[config.mk]
export PLATFORM = sky130hd
export DESIGN_NAME = max_unit_ctrl
export DESIGN_NICKNAME = d
export VERILOG_FILES = /design/src/rtl/max_ctrl_pkg.sv /design/src/rtl/inf_res_fifo.sv /design/src/rtl/max_unit_ctrl.sv
export SDC_FILE = /design/constraint.sdc
export NUM_CORES = 1
export LEC_CHECK = 0
export CAP_MARGIN = 15
export CORE_MARGIN = 2
export CORE_UTILIZATION = 53
export CTS_CLUSTER_DIAMETER = 50
export DETAILED_ROUTE_END_ITERATION = 7
export PLACE_DENSITY = 0.81
export SYNTH_ARGS = -nofsm -noshare
export SYNTH_HDL_FRONTEND = slang
export SYNTH_SLANG_ARGS = --single-unit
[constraint.sdc]
create_clock -name clk -period 6.1 [get_ports clk]
set_input_delay 1.22 -clock clk [delete_from_list [all_inputs] [get_ports clk]]
set_output_delay 1.22 -clock clk [all_outputs]
set_load 0.02 [all_outputs]
[src/rtl/max_ctrl_pkg.sv]
// Shared constants and state type for the argmax sequencer.
package max_ctrl_pkg;

    localparam int NUM_CLS = 9;
    localparam int LOGIT_W = 8;
    localparam int IDX_W   = 4;
    localparam int FRAME_W = NUM_CLS * LOGIT_W;

    localparam logic [LOGIT_W-1:0] PAD_DEFAULT = 8'h80;

    typedef enum logic [1:0] {
        COLLECT = 2'd0,
        DISCARD = 2'd1,
        ISSUE   = 2'd2
    } ctrl_state_e;

endpackage

[src/rtl/inf_res_fifo.sv]
// Result FIFO for tagged argmax results; head is read straight from storage (no read latency).
// Push and pop may coincide at any occupancy; a push into a full FIFO without a pop is ignored.
module inf_res_fifo #(
    parameter int WIDTH = 8,
    parameter int DEPTH = 4
) (
    input  logic                   clk,
    input  logic                   rst,
    input  logic                   push_i,
    input  logic [WIDTH-1:0]       data_i,
    input  logic                   pop_i,
    output logic [WIDTH-1:0]       data_o,
    output logic [$clog2(DEPTH):0] count_o,
    output logic                   full_o,
    output logic                   empty_o
);

    localparam int AW = $clog2(DEPTH);

    logic [WIDTH-1:0] mem_q [DEPTH];
    logic [AW-1:0]    wr_ptr_q;
    logic [AW-1:0]    rd_ptr_q;
    logic [AW:0]      cnt_q;
    logic             do_push;
    logic             do_pop;

    assign full_o  = (cnt_q == (AW+1)'(DEPTH));
    assign empty_o = (cnt_q == '0);
    assign do_pop  = pop_i & ~empty_o;
    assign do_push = push_i & (~full_o | do_pop);
    assign data_o  = mem_q[rd_ptr_q];
    assign count_o = cnt_q;

    always_ff @(posedge clk or posedge rst) begin
        if (rst) begin
            for (int i = 0; i < DEPTH; i++) begin
                mem_q[i] <= '0;
            end
            wr_ptr_q <= '0;
            rd_ptr_q <= '0;
            cnt_q    <= '0;
        end else begin
            if (do_push) begin
                mem_q[wr_ptr_q] <= data_i;
                wr_ptr_q        <= wr_ptr_q + 1'b1;
            end
            if (do_pop) begin
                rd_ptr_q <= rd_ptr_q + 1'b1;
            end
            cnt_q <= cnt_q + (AW+1)'(do_push) - (AW+1)'(do_pop);
        end
    end

endmodule

[src/rtl/max_unit_ctrl.sv]
// Packs logit bytes into 9-logit frames, issues them to the argmax pipeline only when a result slot is reserved,
// and queues tagged results for a valid/ready consumer; issue is one cycle after frame close when credit allows.
module max_unit_ctrl
    import max_ctrl_pkg::*;
#(
    parameter int                 DEPTH   = 4,
    parameter int                 TAG_W   = 4,
    parameter logic [LOGIT_W-1:0] PAD_VAL = PAD_DEFAULT,
    parameter int                 MU_LAT  = 4
) (
    input  logic               clk,
    input  logic               rst,
    input  logic [LOGIT_W-1:0] s_data,
    input  logic               s_valid,
    input  logic               s_last,
    output logic               s_ready,
    output logic [FRAME_W-1:0] mu_data,
    output logic               mu_valid,
    input  logic [IDX_W-1:0]   mu_res,
    input  logic               mu_res_valid,
    output logic [IDX_W-1:0]   m_class,
    output logic [TAG_W-1:0]   m_tag,
    output logic               m_valid,
    input  logic               m_ready,
    output logic               err_len,
    output logic               err_ovf,
    input  logic               clr_err,
    output logic               busy
);

    localparam int CW = $clog2(DEPTH) + 1;

    ctrl_state_e        state_q, state_d;
    logic [3:0]         cnt_q, cnt_d;
    logic [FRAME_W-1:0] frame_q, frame_d;
    logic [CW-1:0]      inflight_q, inflight_d;
    logic [TAG_W-1:0]   tag_q, tag_d;
    logic               err_len_q, err_len_d;
    logic               err_ovf_q, err_ovf_d;

    logic [CW-1:0]          fifo_cnt;
    logic                   fifo_full;
    logic                   fifo_empty;
    logic [TAG_W+IDX_W-1:0] fifo_head;

    logic s_acc;
    logic issue_ok;
    logic res_ok;
    logic fifo_pop;
    logic push_drop;
    logic fifo_wr;
    logic len_evt;
    logic ovf_evt;

    assign s_ready  = (state_q != ISSUE);
    assign s_acc    = s_valid & s_ready;
    // Credit: every issued frame must already own a FIFO slot, since the pipeline cannot stall.
    assign issue_ok = ({1'b0, inflight_q} + {1'b0, fifo_cnt}) < (CW+1)'(DEPTH);
    assign mu_valid = (state_q == ISSUE) & issue_ok;
    assign mu_data  = frame_q;

    always_comb begin
        state_d = state_q;
        cnt_d   = cnt_q;
        frame_d = frame_q;
        len_evt = 1'b0;
        unique case (state_q)
            COLLECT: begin
                if (s_acc) begin
                    for (int k = 0; k < NUM_CLS; k++) begin
                        if (4'(k) == cnt_q) begin
                            frame_d[k*LOGIT_W +: LOGIT_W] = s_data;
                        end else if (s_last && (4'(k) > cnt_q)) begin
                            frame_d[k*LOGIT_W +: LOGIT_W] = PAD_VAL;
                        end
                    end
                    if (s_last) begin
                        state_d = ISSUE;
                        cnt_d   = '0;
                    end else if (cnt_q == 4'(NUM_CLS - 1)) begin
                        state_d = DISCARD;
                        cnt_d   = '0;
                        len_evt = 1'b1;
                    end else begin
                        cnt_d = cnt_q + 4'd1;
                    end
                end
            end
            DISCARD: begin
                if (s_acc && s_last) begin
                    state_d = ISSUE;
                end
            end
            ISSUE: begin
                if (issue_ok) begin
                    state_d = COLLECT;
                end
            end
            default: state_d = COLLECT;
        endcase
    end

    assign res_ok     = mu_res_valid & (inflight_q != '0);
    assign m_valid    = ~fifo_empty;
    assign fifo_pop   = m_valid & m_ready;
    assign push_drop  = res_ok & fifo_full & ~fifo_pop;
    assign fifo_wr    = res_ok & ~push_drop;
    assign ovf_evt    = (mu_res_valid & (inflight_q == '0)) | push_drop;

    assign inflight_d = inflight_q + CW'(mu_valid) - CW'(res_ok);
    assign tag_d      = tag_q + TAG_W'(fifo_wr);
    // A new error in the clearing cycle wins over clr_err.
    assign err_len_d  = len_evt | (err_len_q & ~clr_err);
    assign err_ovf_d  = ovf_evt | (err_ovf_q & ~clr_err);

    always_ff @(posedge clk or posedge rst) begin
        if (rst) begin
            state_q    <= COLLECT;
            cnt_q      <= '0;
            frame_q    <= '0;
            inflight_q <= '0;
            tag_q      <= '0;
            err_len_q  <= 1'b0;
            err_ovf_q  <= 1'b0;
        end else begin
            state_q    <= state_d;
            cnt_q      <= cnt_d;
            frame_q    <= frame_d;
            inflight_q <= inflight_d;
            tag_q      <= tag_d;
            err_len_q  <= err_len_d;
            err_ovf_q  <= err_ovf_d;
        end
    end

    inf_res_fifo #(
        .WIDTH (TAG_W + IDX_W),
        .DEPTH (DEPTH)
    ) u_res_fifo (
        .clk     (clk),
        .rst     (rst),
        .push_i  (res_ok),
        .data_i  ({tag_q, mu_res}),
        .pop_i   (fifo_pop),
        .data_o  (fifo_head),
        .count_o (fifo_cnt),
        .full_o  (fifo_full),
        .empty_o (fifo_empty)
    );

    assign m_class = fifo_head[IDX_W-1:0];
    assign m_tag   = fifo_head[IDX_W +: TAG_W];
    assign err_len = err_len_q;
    assign err_ovf = err_ovf_q;
    assign busy    = (state_q != COLLECT) | (cnt_q != '0) | (inflight_q != '0) | m_valid;

    // Results return MU_LAT cycles after issue, so in-flight frames are bounded by both depths.
    localparam int INFL_MAX = (DEPTH < MU_LAT) ? DEPTH : MU_LAT;
    always @(posedge clk) begin
        if (!rst) begin
            assert (int'(inflight_q) <= INFL_MAX);
        end
    end

endmodule
==> results.txt, run 1 <==
The area of the mapped netlist is 0.00557 mm2, and the largest fanout of any net on the critical path is 19. The die is 107 um wide. The tools report the first-pass GRT wire length as 21400 um. The share of the Yosys chip area taken by registers is 56.6%. The slew at the pin closest to its max-slew limit is 0.989 ns.

For this design the ratio of total power to cell area is 522 mW/mm2. After synthesis the netlist holds a flip-flop and latch count of 126. The number of buffer and inverter instances along the worst setup path is 2, and the count of inserted antenna diode cells is 0. Counting distinct cell types in the post-synthesis netlist gives 49. The first-pass iteration count of the detailed router was 4.

The flow ran to the end, and the final reports show no timing, DRC or antenna violations. The tools report the tightest slew margin relative to the limit as 34.1%. The area growth from synthesis to layout is 30.7%. The synthesized design spends more area on one cell type than any other, namely dfrtp_1.

Dividing the detail-routed via count by the number of cells gives 5.67. The tools report the buffer cell driving the clock tree root as clkbuf_8. For the highest attainable clock frequency, the log shows 251 MHz.

Counting the buffers created by CTS gives 17. The count of non-filler cells in the finished layout is 672. Summed over all nets, the half-perimeter wirelength after detailed placement is 8770 um.

The path category of the worst min-delay check is flop to flop. The analysis attributes to cell leakage a power of 0.00329 uW. The most heavily used metal layer in global routing was met2. Setup violations remaining at the end of the flow were counted as 0. Synthesis produced 421 cells. For the worst setup path, the data required time is 4.88 ns. Sorting the synthesized cells by area gives the leading types as dfrtp_1, mux2_2, a22o_1.

For the worst setup path, the data arrival time is 2.77 ns. The run gives 0 as the max-capacitance violation count. During placement, the flow inserted port buffers numbering 104. The area share of the largest cell type after synthesis is 56.6%, and the total routed wirelength is 13000 um. Setup repair after global routing left no endpoint under its margin. The clock tree synthesis step divided the H-tree into 4 levels.

The logs give 4006 for the via count of the first global-routing pass and 458 for the net count after synthesis. The signal on the critical path passes through inv_1 -> ha_1 -> nor4b_1 -> nand3_1 -> clkdlybuf4s50_1. The worst setup path is launched from a flop.

Top cell family by delay on the critical path: buffers and inverters. In the routed design, unresolved DRC markers number 0. The routability congestion estimate from global placement was 0.791. After routing, the total negative slack on setup checks comes to 0 ns. The ratio of cells with drive above 1 in the final layout came out at 18.5%. Hold violation total from the final report: 0.

For the post-CTS setup buffer count, the log shows 0. Counting along the longest clock path gives a buffer depth of 2. After clock tree synthesis, the clock-pin slew on the worst setup and hold paths is 0.06 ns.

The die is 107 um tall. In the synthesized netlist the dominant register cell turns out to be dfrtp_1. The first routing iteration left 291 violations.

The logs give 0 for the remaining global-route overflow and 640 for the total placed cells including tap cells. Once the floorplan was initialized, standard cells occupied 54.2% of the core. Power comes to 3800 uW. The number of antenna violations at the first check in global routing was 0; the wire length per cell after detailed routing was 19.3 um. STA classifies the critical path endpoint as a primary output. The cell type of the slowest stage on the worst timing path was clkdlybuf4s50_1. TritonCTS built the clock tree.

The logs give 0 for the number of cells upsized or downsized after cts and 0 for the post-route antenna net violation count. The synthesis warning total was 0. The run gives 37 as the site row count.

For this run, asynchronously set or reset flops after synthesis account for 100%. After the last flow step, the layout net total stands at 560. Dividing the synthesized area by the synthesized cell count gives 13.2 um2. The overall die area came out at 0.0113 mm2. Critical path start-end classification: flop to primary output.

The maximum clock skew at final layout was 0.00708 ns; the minimum clock period was 3.99 ns. Global routing used 8.46% of the available met3 tracks. The number of pins with negative max-slew slack in the final report is 0, and the met2 global-route usage is 39.3%. During I/O placement, the number of pins put on the boundary was 105. Counting every sink on the clock net gives 126. Yosys mapped a number of flops with a built-in enable equal to 0.

For this run, the slowest stage of the critical path takes 0.57 ns. For the via count of the routed design, the log shows 3811. Entering global routing, the biggest net connects 86 pins. The final critical path takes up 65.4% of the cycle.

For met1 alone, demand over resource in global routing was 32.8%. The later pin in the worst-skew pair is clocked with a latency of 0.51 ns. The number of buffers inserted by hold repair at cts was 0. The total area inside the core boundary comes to 0.0103 mm2. The overall global routing resource usage is 24.6%, and the peak supply drop is 0.297 mV.
[synthesized netlist by cell type (5+ instances only)]
| library cell | number |
|---|---|
| mux4_2 | 8 |
| inv_1 | 37 |
| nor3_2 | 5 |
| ha_1 | 16 |
| a22oi_1 | 8 |
| mux2i_1 | 7 |
| dfrtp_1 | 126 |
| xnor2_1 | 5 |
| nand2_1 | 17 |
| mux2_2 | 42 |
| o22ai_1 | 9 |
| a22o_1 | 49 |
| buf_1 | 9 |
| clkbuf_1 | 11 |
| o21ai_0 | 11 |
[final timing paths]
| kind | from | endpoint | slack [ns] | depth (start not counted) |
|---|---|---|---|---|
| worst max-delay path | cnt_q[1]$_DFFE_PP0P_ | busy | 2.11 | 5 |
| worst min-delay path | mu_data[68]$_DFFE_PP0P_ | mu_data[68]$_DFFE_PP0P_ | 0.50 | 1 |
| worst max register to register | u_res_fifo.count_o[1]$_DFF_PP0_ | u_res_fifo.count_o[2]$_DFF_PP0_ | 3.59 | 6 |
| worst min register to register | mu_data[68]$_DFFE_PP0P_ | mu_data[68]$_DFFE_PP0P_ | 0.50 | 1 |
| max in group asynchronous | rst | state_q[0]$_DFFE_PP0P_ | 3.68 | 3 |
| min in group asynchronous | rst | u_res_fifo.mem_q[24]$_DFFE_PP0P_ | 1.32 | 2 |
[flip-flops by register name (all words and copies together) (netlist names)]
name,count
u_res_fifo.count_o,3
u_res_fifo.wr_ptr_q,2
state_q,2
u_res_fifo.rd_ptr_q,2
inflight_q,3
u_res_fifo.mem_q,32
err_len,1
cnt_q,4
tag_q,4
err_ovf,1
mu_data,72
[metrics by stage]
stage / area (um2) / hold slack, ns / setup slack, ns / util [%]
after detailed placement: 6700 / 0.483 / 2.49 / 65.1
final: 7280 / 0.499 / 2.11 / 70.8
after global placement: 6700 / 0.484 / 2.58 / 65.1
after CTS: 7280 / 0.502 / 2.08 / 70.8
after global routing: 7280 / 0.513 / 1.88 / 70.8
after floorplan: 5570 / 0.475 / 1.52 / -
[cell usage in the layout (no fill, tap or decap), types with 4 or more instances in the layout]
| cell | instances |
|---|---|
| o21ai_0 | 11 |
| nor2_1 | 4 |
| a22o_1 | 49 |
| dfrtp_1 | 126 |
| inv_1 | 36 |
| a22oi_1 | 8 |
| clkinv_2 | 6 |
| nor3_2 | 5 |
| xnor2_1 | 5 |
| clkbuf_16 | 16 |
| o22ai_1 | 9 |
| mux2_2 | 42 |
| nand2_1 | 17 |
| clkdlybuf4s50_1 | 104 |
| mux2i_1 | 7 |
| mux4_2 | 8 |
| ha_1 | 16 |
| xor2_1 | 4 |
[kinds of logic (layout without fill, tap and decap cells)]
family | Yosys count | in the layout | synth area share, %
compound gates | 93 | 93 | 12.9
mux | 57 | 57 | 13.0
xor+xnor | 9 | 9 | 1.41
buf+inv | 59 | 174 | 4.24
flops | 126 | 126 | 56.6
simple gates | 59 | 59 | 7.52
fa+ha+maj | 18 | 18 | 4.31
[area by class of cell]
type                       count  area [um2]
sequential                   126        3150
multi-input combinational    236        2180
inverter                      37         141
clock buffer                  17         414
tap                          136         170
fill                         724        3000
clock inverter                15         170
timing repair buffer         105        1050
[power breakdown]
part / internal (uW) / switching [uW] / leakage (uW) / total, uW
clock network: 620 / 367 / 0.000288 / 987
registers: 1120 / 251 / 0.00159 / 1370
logic: 746 / 689 / 0.00141 / 1440
[routing by layer]
layer | wire length [um] | share of wire, %
met4 | 72 | 0.56
met5 | 0 | 0
met2 | 6400 | 49
met3 | 856 | 6.6
met1 | 5640 | 43
(Power assumes the default switching activity.)
==> run 2: changes to the inputs <==
--- a/config.mk
+++ b/config.mk
@@ -7,10 +7,10 @@
 export LEC_CHECK = 0
 export CAP_MARGIN = 15
 export CORE_MARGIN = 2
-export CORE_UTILIZATION = 53
+export CORE_UTILIZATION = 47
 export CTS_CLUSTER_DIAMETER = 50
 export DETAILED_ROUTE_END_ITERATION = 7
-export PLACE_DENSITY = 0.81
+export PLACE_DENSITY = 0.76
 export SYNTH_ARGS = -nofsm -noshare
 export SYNTH_HDL_FRONTEND = slang
 export SYNTH_SLANG_ARGS = --single-unit
==> constraint.sdc (replaced) <==
create_clock -name clk -period 3.59 [get_ports clk]
set_input_delay 0.718 -clock clk [delete_from_list [all_inputs] [get_ports clk]]
set_output_delay 0.718 -clock clk [all_outputs]
set_load 0.02 [all_outputs]
==> run 2 against run 1 <==
Against the previous run:
- the run now ends with DRC left
- first-iteration DRC count is 23% lower
- via count is 0.60% lower
- clock power is 79% higher
- routed wire length is 0.49% lower
- critical path depth stayed put
- die area is 12% higher
- total power is 72% higher
- count of clock-buffer cells in the layout is 1 higher
- critical path type unchanged
==> results.txt, run 2 (synthesis gave the netlist of run 1 again) <==
The nature of the critical path startpoint is a flop. TritonCTS built the clock tree. Of all nets on the critical path, the largest fanout is 4.

Leaving out fill and tap cells, the most frequent cell in the layout is dfrtp_1. Across the run, the number of max-cap violations was 0. The maximum count of clock buffers along a single path was 2; the post-route antenna net violation count was 0. The tools report the startpoint of the worst setup timing path as inflight_q[1]$_DFF_PP0_. Walking the worst path, the cells encountered are ha_1 -> and3_1 -> nor4_1 -> and3b_1 -> clkdlybuf4s50_1. In this run the number of H-tree levels came out at 4.

The logs give 8540 um for the post-detailed-placement half-perimeter wirelength and 0.0115 mm2 for the core area. From left edge to right edge, the die measures 113 um. Counting cells, the worst reg-to-reg path comes to 6. For the count of unresolved DRC violations after routing, the log shows 4. Critical path start-end classification: flop to primary output. For the number of antenna violations at the first check in global routing, the log shows 0.

For the final critical-path setup slack, the log shows 0.446 ns. The via count of the first global-routing pass is 3974, and the number of buffers inserted by hold repair at cts is 0. The origin of the critical flop-to-flop path is cnt_q[1]$_DFFE_PP0P_. Minimum clock period: 3.14 ns. The cell type of the slowest stage on the worst timing path is clkdlybuf4s50_1.

The buffer cell driving the clock tree root is clkbuf_16. After clock tree synthesis, the setup repair step added 0 buffers. Dividing total power by cell area gives a power density of 889 mW/mm2.

The initial utilization of the core area, before any placement, comes to 48.4%. The tightest slew margin relative to the limit was 46.6%; the port buffer count was 104. The number of cells on the worst hold path came out at 1. The register with the most flip-flops in the layout has 72 of them. After the last flow step, the layout net total stands at 563.

Dividing the detail-routed via count by the number of cells gives 5.55. The post-route core utilization is 63.8%, and the first-pass GRT wire length is 21100 um. The leakage power came out at 0.00332 uW. Total design power: 6530 uW.

In the layout the commonest cells are dfrtp_1, clkdlybuf4s50_1, a22o_1. Setup repair after global routing left no endpoint under its margin. The tools report the endpoint of the most critical register-to-register path as mu_data[70]$_DFFE_PP0P_. The first-pass iteration count of the detailed router is 6, and the signed area change from the synthesized netlist to the final layout is 31.9%.

Total routed wirelength: 12900 um. Setup violations remaining at the end of the flow were counted as 0. 0 antenna diodes ended up in the layout. The post-route netlist has 18.7% of its cells at a drive strength greater than 1. For the worst setup path, the data arrival time is 2.43 ns. On the final layout, the worst clock skew is 0.00872 ns.

The die covers 0.0127 mm2. The path category of the worst min-delay check is flop to flop. On the critical path the largest part of the delay comes from simple AND/OR/NAND/NOR gates.

CTS saw 126 sinks. The startpoint identified for the worst hold timing path is mu_data[53]$_DFFE_PP0P_. Global routing consumed, over all layers together, 21.6% of the routing resources.

The number of buffer and inverter instances along the worst setup path came out at 1. For this design the top-level I/O count stands at 105. Entering global routing, the biggest net connects 127 pins. The number of clock buffers added by TritonCTS is 17. For the routability congestion estimate from global placement, the log shows 0.814. The number of pins with negative max-slew slack in the final report was 0; the hold violation total from the final report was 0. Global routing finished with a remaining overflow of 0.

The number of cells upsized or downsized after cts was 0; the largest stage delay on the critical path was 0.61 ns. The logs give 1.14 ns for the setup slack of the worst register-to-register path and 3788 for the via count of the routed design. OpenSTA, run right after detailed placement, puts the worst setup slack at 0.844 ns. At the pin with the least slew margin, the transition time is 0.801 ns. In the final timing run, aggregate negative setup slack is 0 ns. The latest clock arrival within the worst-skew pair was 0.42 ns.

The tools report the worst path required time as 2.87 ns. The flow ran to the end, but the final reports show violations. Of the available clock period, the critical path in the final layout requires 87.6%.

The CTS clock-pin slew for the worst setup and hold paths was 0.06 ns. Row generation in the floorplan step produced 39 rows. The worst setup path is captured at a primary output. In the final routed layout, each cell accounts on average for 18.9 um.

The first routing iteration left 225 violations. Measured along the y axis, the die boundary spans 113 um. The peak supply drop is 0.704 mV. The checks that failed: DRC.

The logic depth of the worst setup path including buffers is 5. The run gives 318 MHz as the highest attainable clock frequency. The worst hold path terminates at mu_data[53]$_DFFE_PP0P_.
## run 2: cell types whose count changed in the layout (fill, tap and decap cells not counted), sizes merged
| cell | before | now |
|---|---|---|
| buf | 1 | 4 |
| clkinv | 8 | 6 |
| clkbuf | 17 | 18 |
| inv | 39 | 40 |
## run 2: per-stage QoR
stage                     cells  instance area (um2)  hold slack, ns
after floorplan             421                 5580           0.475
after global placement      650                 6740           0.484
after detailed placement    650                 6740           0.482
after CTS                   682                 7350           0.501
after global routing        682                 7350           0.507
final                       682                 7350           0.495
## run 2: area by class of cell
class,count,area (um2)
inverter,37,143
tap,143,179
timing repair buffer,108,1080
sequential,126,3150
fill,877,4170
multi-input combinational,236,2180
clock buffer,18,429
clock inverter,14,181
## run 2: how the worst max path moves through the flow
| stage | endpoint | slack [ns] |
|---|---|---|
| final | mu_valid | 0.45 |
| after global routing | mu_valid | 0.30 |
| after CTS | mu_valid | 0.39 |
| after detailed placement | mu_valid | 0.84 |
| after global placement | u_res_fifo.count_o[2]$_DFF_PP0_ | 0.88 |
| after floorplan | busy | 1.06 |
## run 2: worst register-to-register path, cell delays in order (launching register included)
cell and delay [ns]:
dfrtp_1 0.59, inv_1 0.19, ha_1 0.25, buf_4 0.20, and4bb_2 0.26, a22oi_1 0.66
a22o_1 0.24
## run 2: metal layers
metal | routed length [um] | up-vias | part of all wire [%] | GRT usage (%)
met2 | 6410 | 106 | 50 | 35.5
met5 | 0 | - | 0 | 0
met3 | 705 | 14 | 5.5 | 6.16
li1 | - | 1743 | - | -
met4 | 163 | 0 | 1.3 | 6.59
met1 | 5630 | 1925 | 44 | 28.0
## run 2: power by group
| group | total (uW) | internal, uW | switching [uW] |
|---|---|---|---|
| registers | 2310 | 1910 | 405 |
| logic | 2450 | 1280 | 1170 |
| clock network | 1770 | 1100 | 663 |
| total | 6530 | 4290 | 2240 |
==> run 3: changes to the inputs <==
--- a/config.mk
+++ b/config.mk
@@ -6,11 +6,12 @@
 export NUM_CORES = 1
 export LEC_CHECK = 0
 export CAP_MARGIN = 15
-export CORE_MARGIN = 2
+export CORE_MARGIN = 1
 export CORE_UTILIZATION = 47
 export CTS_CLUSTER_DIAMETER = 50
 export DETAILED_ROUTE_END_ITERATION = 7
 export PLACE_DENSITY = 0.76
+export RECOVER_POWER = 100
 export SYNTH_ARGS = -nofsm -noshare
 export SYNTH_HDL_FRONTEND = slang
 export SYNTH_SLANG_ARGS = --single-unit
==> run 3 against run 2 <==
Against the previous run:
- the flow now finishes without violations
- sequential share of layout area grew 0.69 points
- non-clock buffer count rose by 2
- routed wire length down 2.2%
- total power is 4.7% lower
- count of clock-buffer cells in the layout rose by 3
- core utilization fell by 0.74 points
- highest routed layer unchanged
==> results.txt, run 3 (synthesis gave the netlist of run 1 again) <==
The run finished with clean final reports. The layout has 857 filler cells. Dividing total power by cell area gives a power density of 860 mW/mm2.

The commonest non-fill, non-tap cell in the layout is dfrtp_1. The number of cells on the worst reg-to-reg path is 3. The clock reaches the later pin of the worst-skew pair after 0.40 ns. The slew at the pin closest to its max-slew limit is 1.44 ns. The number of pins with negative max-slew slack in the final report is 0, and the post-CTS setup buffer count is 0.

The run gives 2.51 ns as the worst endpoint data arrival time. The remaining global-route overflow was 0; the peak supply drop was 0.544 mV. Post-detailed-placement half-perimeter wirelength: 8540 um. For the worst setup path, the data required time is 2.87 ns. The final-layout setup total negative slack is 0 ns, and the number of buffers inserted by hold repair at cts is 0. After detailed routing, the total wire length is 12600 um. Entering global routing, the biggest net connects 46 pins. Routability-driven placement finished with a final weighted congestion of 0.783. The number of cells upsized or downsized after cts was 0; the ratio of cells with drive above 1 in the final layout was 16.1%. The first TritonRoute pass finished after 4 iterations.

The mean number of vias per cell is 5.52. The endpoint identified for the worst register-to-register timing path is mu_data[15]$_DFFE_PP0P_. Buffers inserted during clock tree synthesis total 17.

In the routed design, unresolved DRC markers number 0. On the final layout, the worst hold slack is 0.494 ns. In the global route stage, overall resource usage came out at 21.8%.

The worst path uses 89.8% of the clock period. Minimum clock period: 3.22 ns. STA classifies the critical path startpoint as a flop. The highest attainable clock frequency is 310 MHz, and the number of antenna violations at the first check in global routing is 0. The area growth from synthesis to layout is 29.8%. The final-report setup violation count came out at 0. In this run the worst setup path terminates at mu_valid. Setup repair after global routing left no endpoint under its margin. The core area is 0.0115 mm2, and the largest fanout of any net on the critical path is 4. The worst register-to-register path begins at state_q[1]$_DFFE_PP0P_. The TritonCTS sink count was 126; the wire length per cell after detailed routing was 18.5 um. The run gives 0.00342 uW as the leakage power. In the layout the commonest cells are dfrtp_1, dlygate4sd3_1, a22o_1. For the max-capacitance violation count, the log shows 0.

TritonCTS built the clock tree. The hold violation total from the final report was 0. The via count of the first global-routing pass was 3942. The overall die area is 0.0123 mm2. Clock-pin slew was measured on the worst setup and hold paths at 0.05 ns.

For the post-route antenna net violation count, the log shows 0. The final layout contains 565 nets. Die boundary width: 111 um. Setup slack of the worst register-to-register path: 0.85 ns.

Flip-flop count of the largest register after layout: 72. 105 I/O pins were placed. For the initial core utilization, the log shows 48.6%. The run gives 0 as the count of inserted antenna diode cells. The first global-routing pass estimated 20800 um of wire. Summing over every cut layer, the via total after detailed routing is 3773.

Port buffering added 104 buffers. The H-tree generated during clock tree synthesis spans 4 levels. After the first detailed-routing iteration, the DRC count stood at 255. The most critical setup path has its startpoint at inflight_q[1]$_DFF_PP0_. The maximum count of clock buffers along a single path came out at 2. The path category of the worst min-delay check was flop to flop. STA classifies the critical path endpoint as a primary output.

In this run the vertical extent of the chip is 111 um. Measured against its own limit, the worst slew margin works out to 3.46%. In this run the clock root is driven by a clkbuf_16. The site row count is 39, and the maximum clock skew at final layout is 0.00518 ns. The worst setup path is of the flop to primary output kind.
run 3: cell count changes in the layout (fill, tap and decap cells not counted), sizes merged:
cell           previous run  this run
clkdlybuf4s50           104        14
bufinv                    3         2
clkbuf                   18        25
buf                       4         2
inv                      40        36
dlygate4sd3               0        90
clkinvlp                  2         6
clkinv                    6         3
run 3: how the worst min path moves through the flow:
stage / cells past startpoint / from / end
2_1_floorplan: 1 / u_res_fifo.mem_q[10]$_DFFE_PP0P_ / u_res_fifo.mem_q[10]$_DFFE_PP0P_
3_3_place_gp: 1 / mu_data[50]$_DFFE_PP0P_ / mu_data[50]$_DFFE_PP0P_
4_1_cts: 1 / mu_data[52]$_DFFE_PP0P_ / mu_data[52]$_DFFE_PP0P_
3_5_place_dp: 1 / mu_data[44]$_DFFE_PP0P_ / mu_data[44]$_DFFE_PP0P_
6_report: 1 / mu_data[52]$_DFFE_PP0P_ / mu_data[52]$_DFFE_PP0P_
5_1_grt: 1 / mu_data[13]$_DFFE_PP0P_ / mu_data[13]$_DFFE_PP0P_
run 3: cell type report:
class	count	area, um2	share of cell area (%)
clock buffer	21	450	6.23
clock inverter	10	116	1.61
multi-input combinational	236	2110	29.2
sequential	126	3150	43.6
tap	143	179	2.47
inverter	37	140	1.94
timing repair buffer	110	1080	15.0
run 3: power by group:
group | internal, uW | total, uW | switching, uW | leakage [uW]
clock network | 1030 | 1630 | 597 | 0.000261
registers | 1910 | 2300 | 388 | 0.00159
logic | 1150 | 2290 | 1150 | 0.00157
run 3: metrics by stage:
stage          setup slack (ns)  instance area [um2]  total power, uW  std cells  util [%]
3_3_place_gp              0.884                 6770             4710        652      59.0
3_5_place_dp              0.843                 6770             4790        652      59.0
4_1_cts                   0.390                 7330             6460        683      64.0
6_report                  0.366                 7230             6220        683      63.1
2_1_floorplan              1.06                 5580             3850        421         -
5_1_grt                   0.185                 7230             6600        683      63.1
run 3: layer usage:
metal	track usage, %	wire, um
met1	28.6	5590
met2	35.4	6170
met3	6.12	749
met4	6.13	110
met5	0	0
run 3: worst max-delay path: stages, from the launching register on:
cell and delay (ns):
dfrtp_1 0.43, ha_1 0.32, and3_1 0.16, nor4_1 0.26
and3b_1 0.25, dlygate4sd3_1 0.68
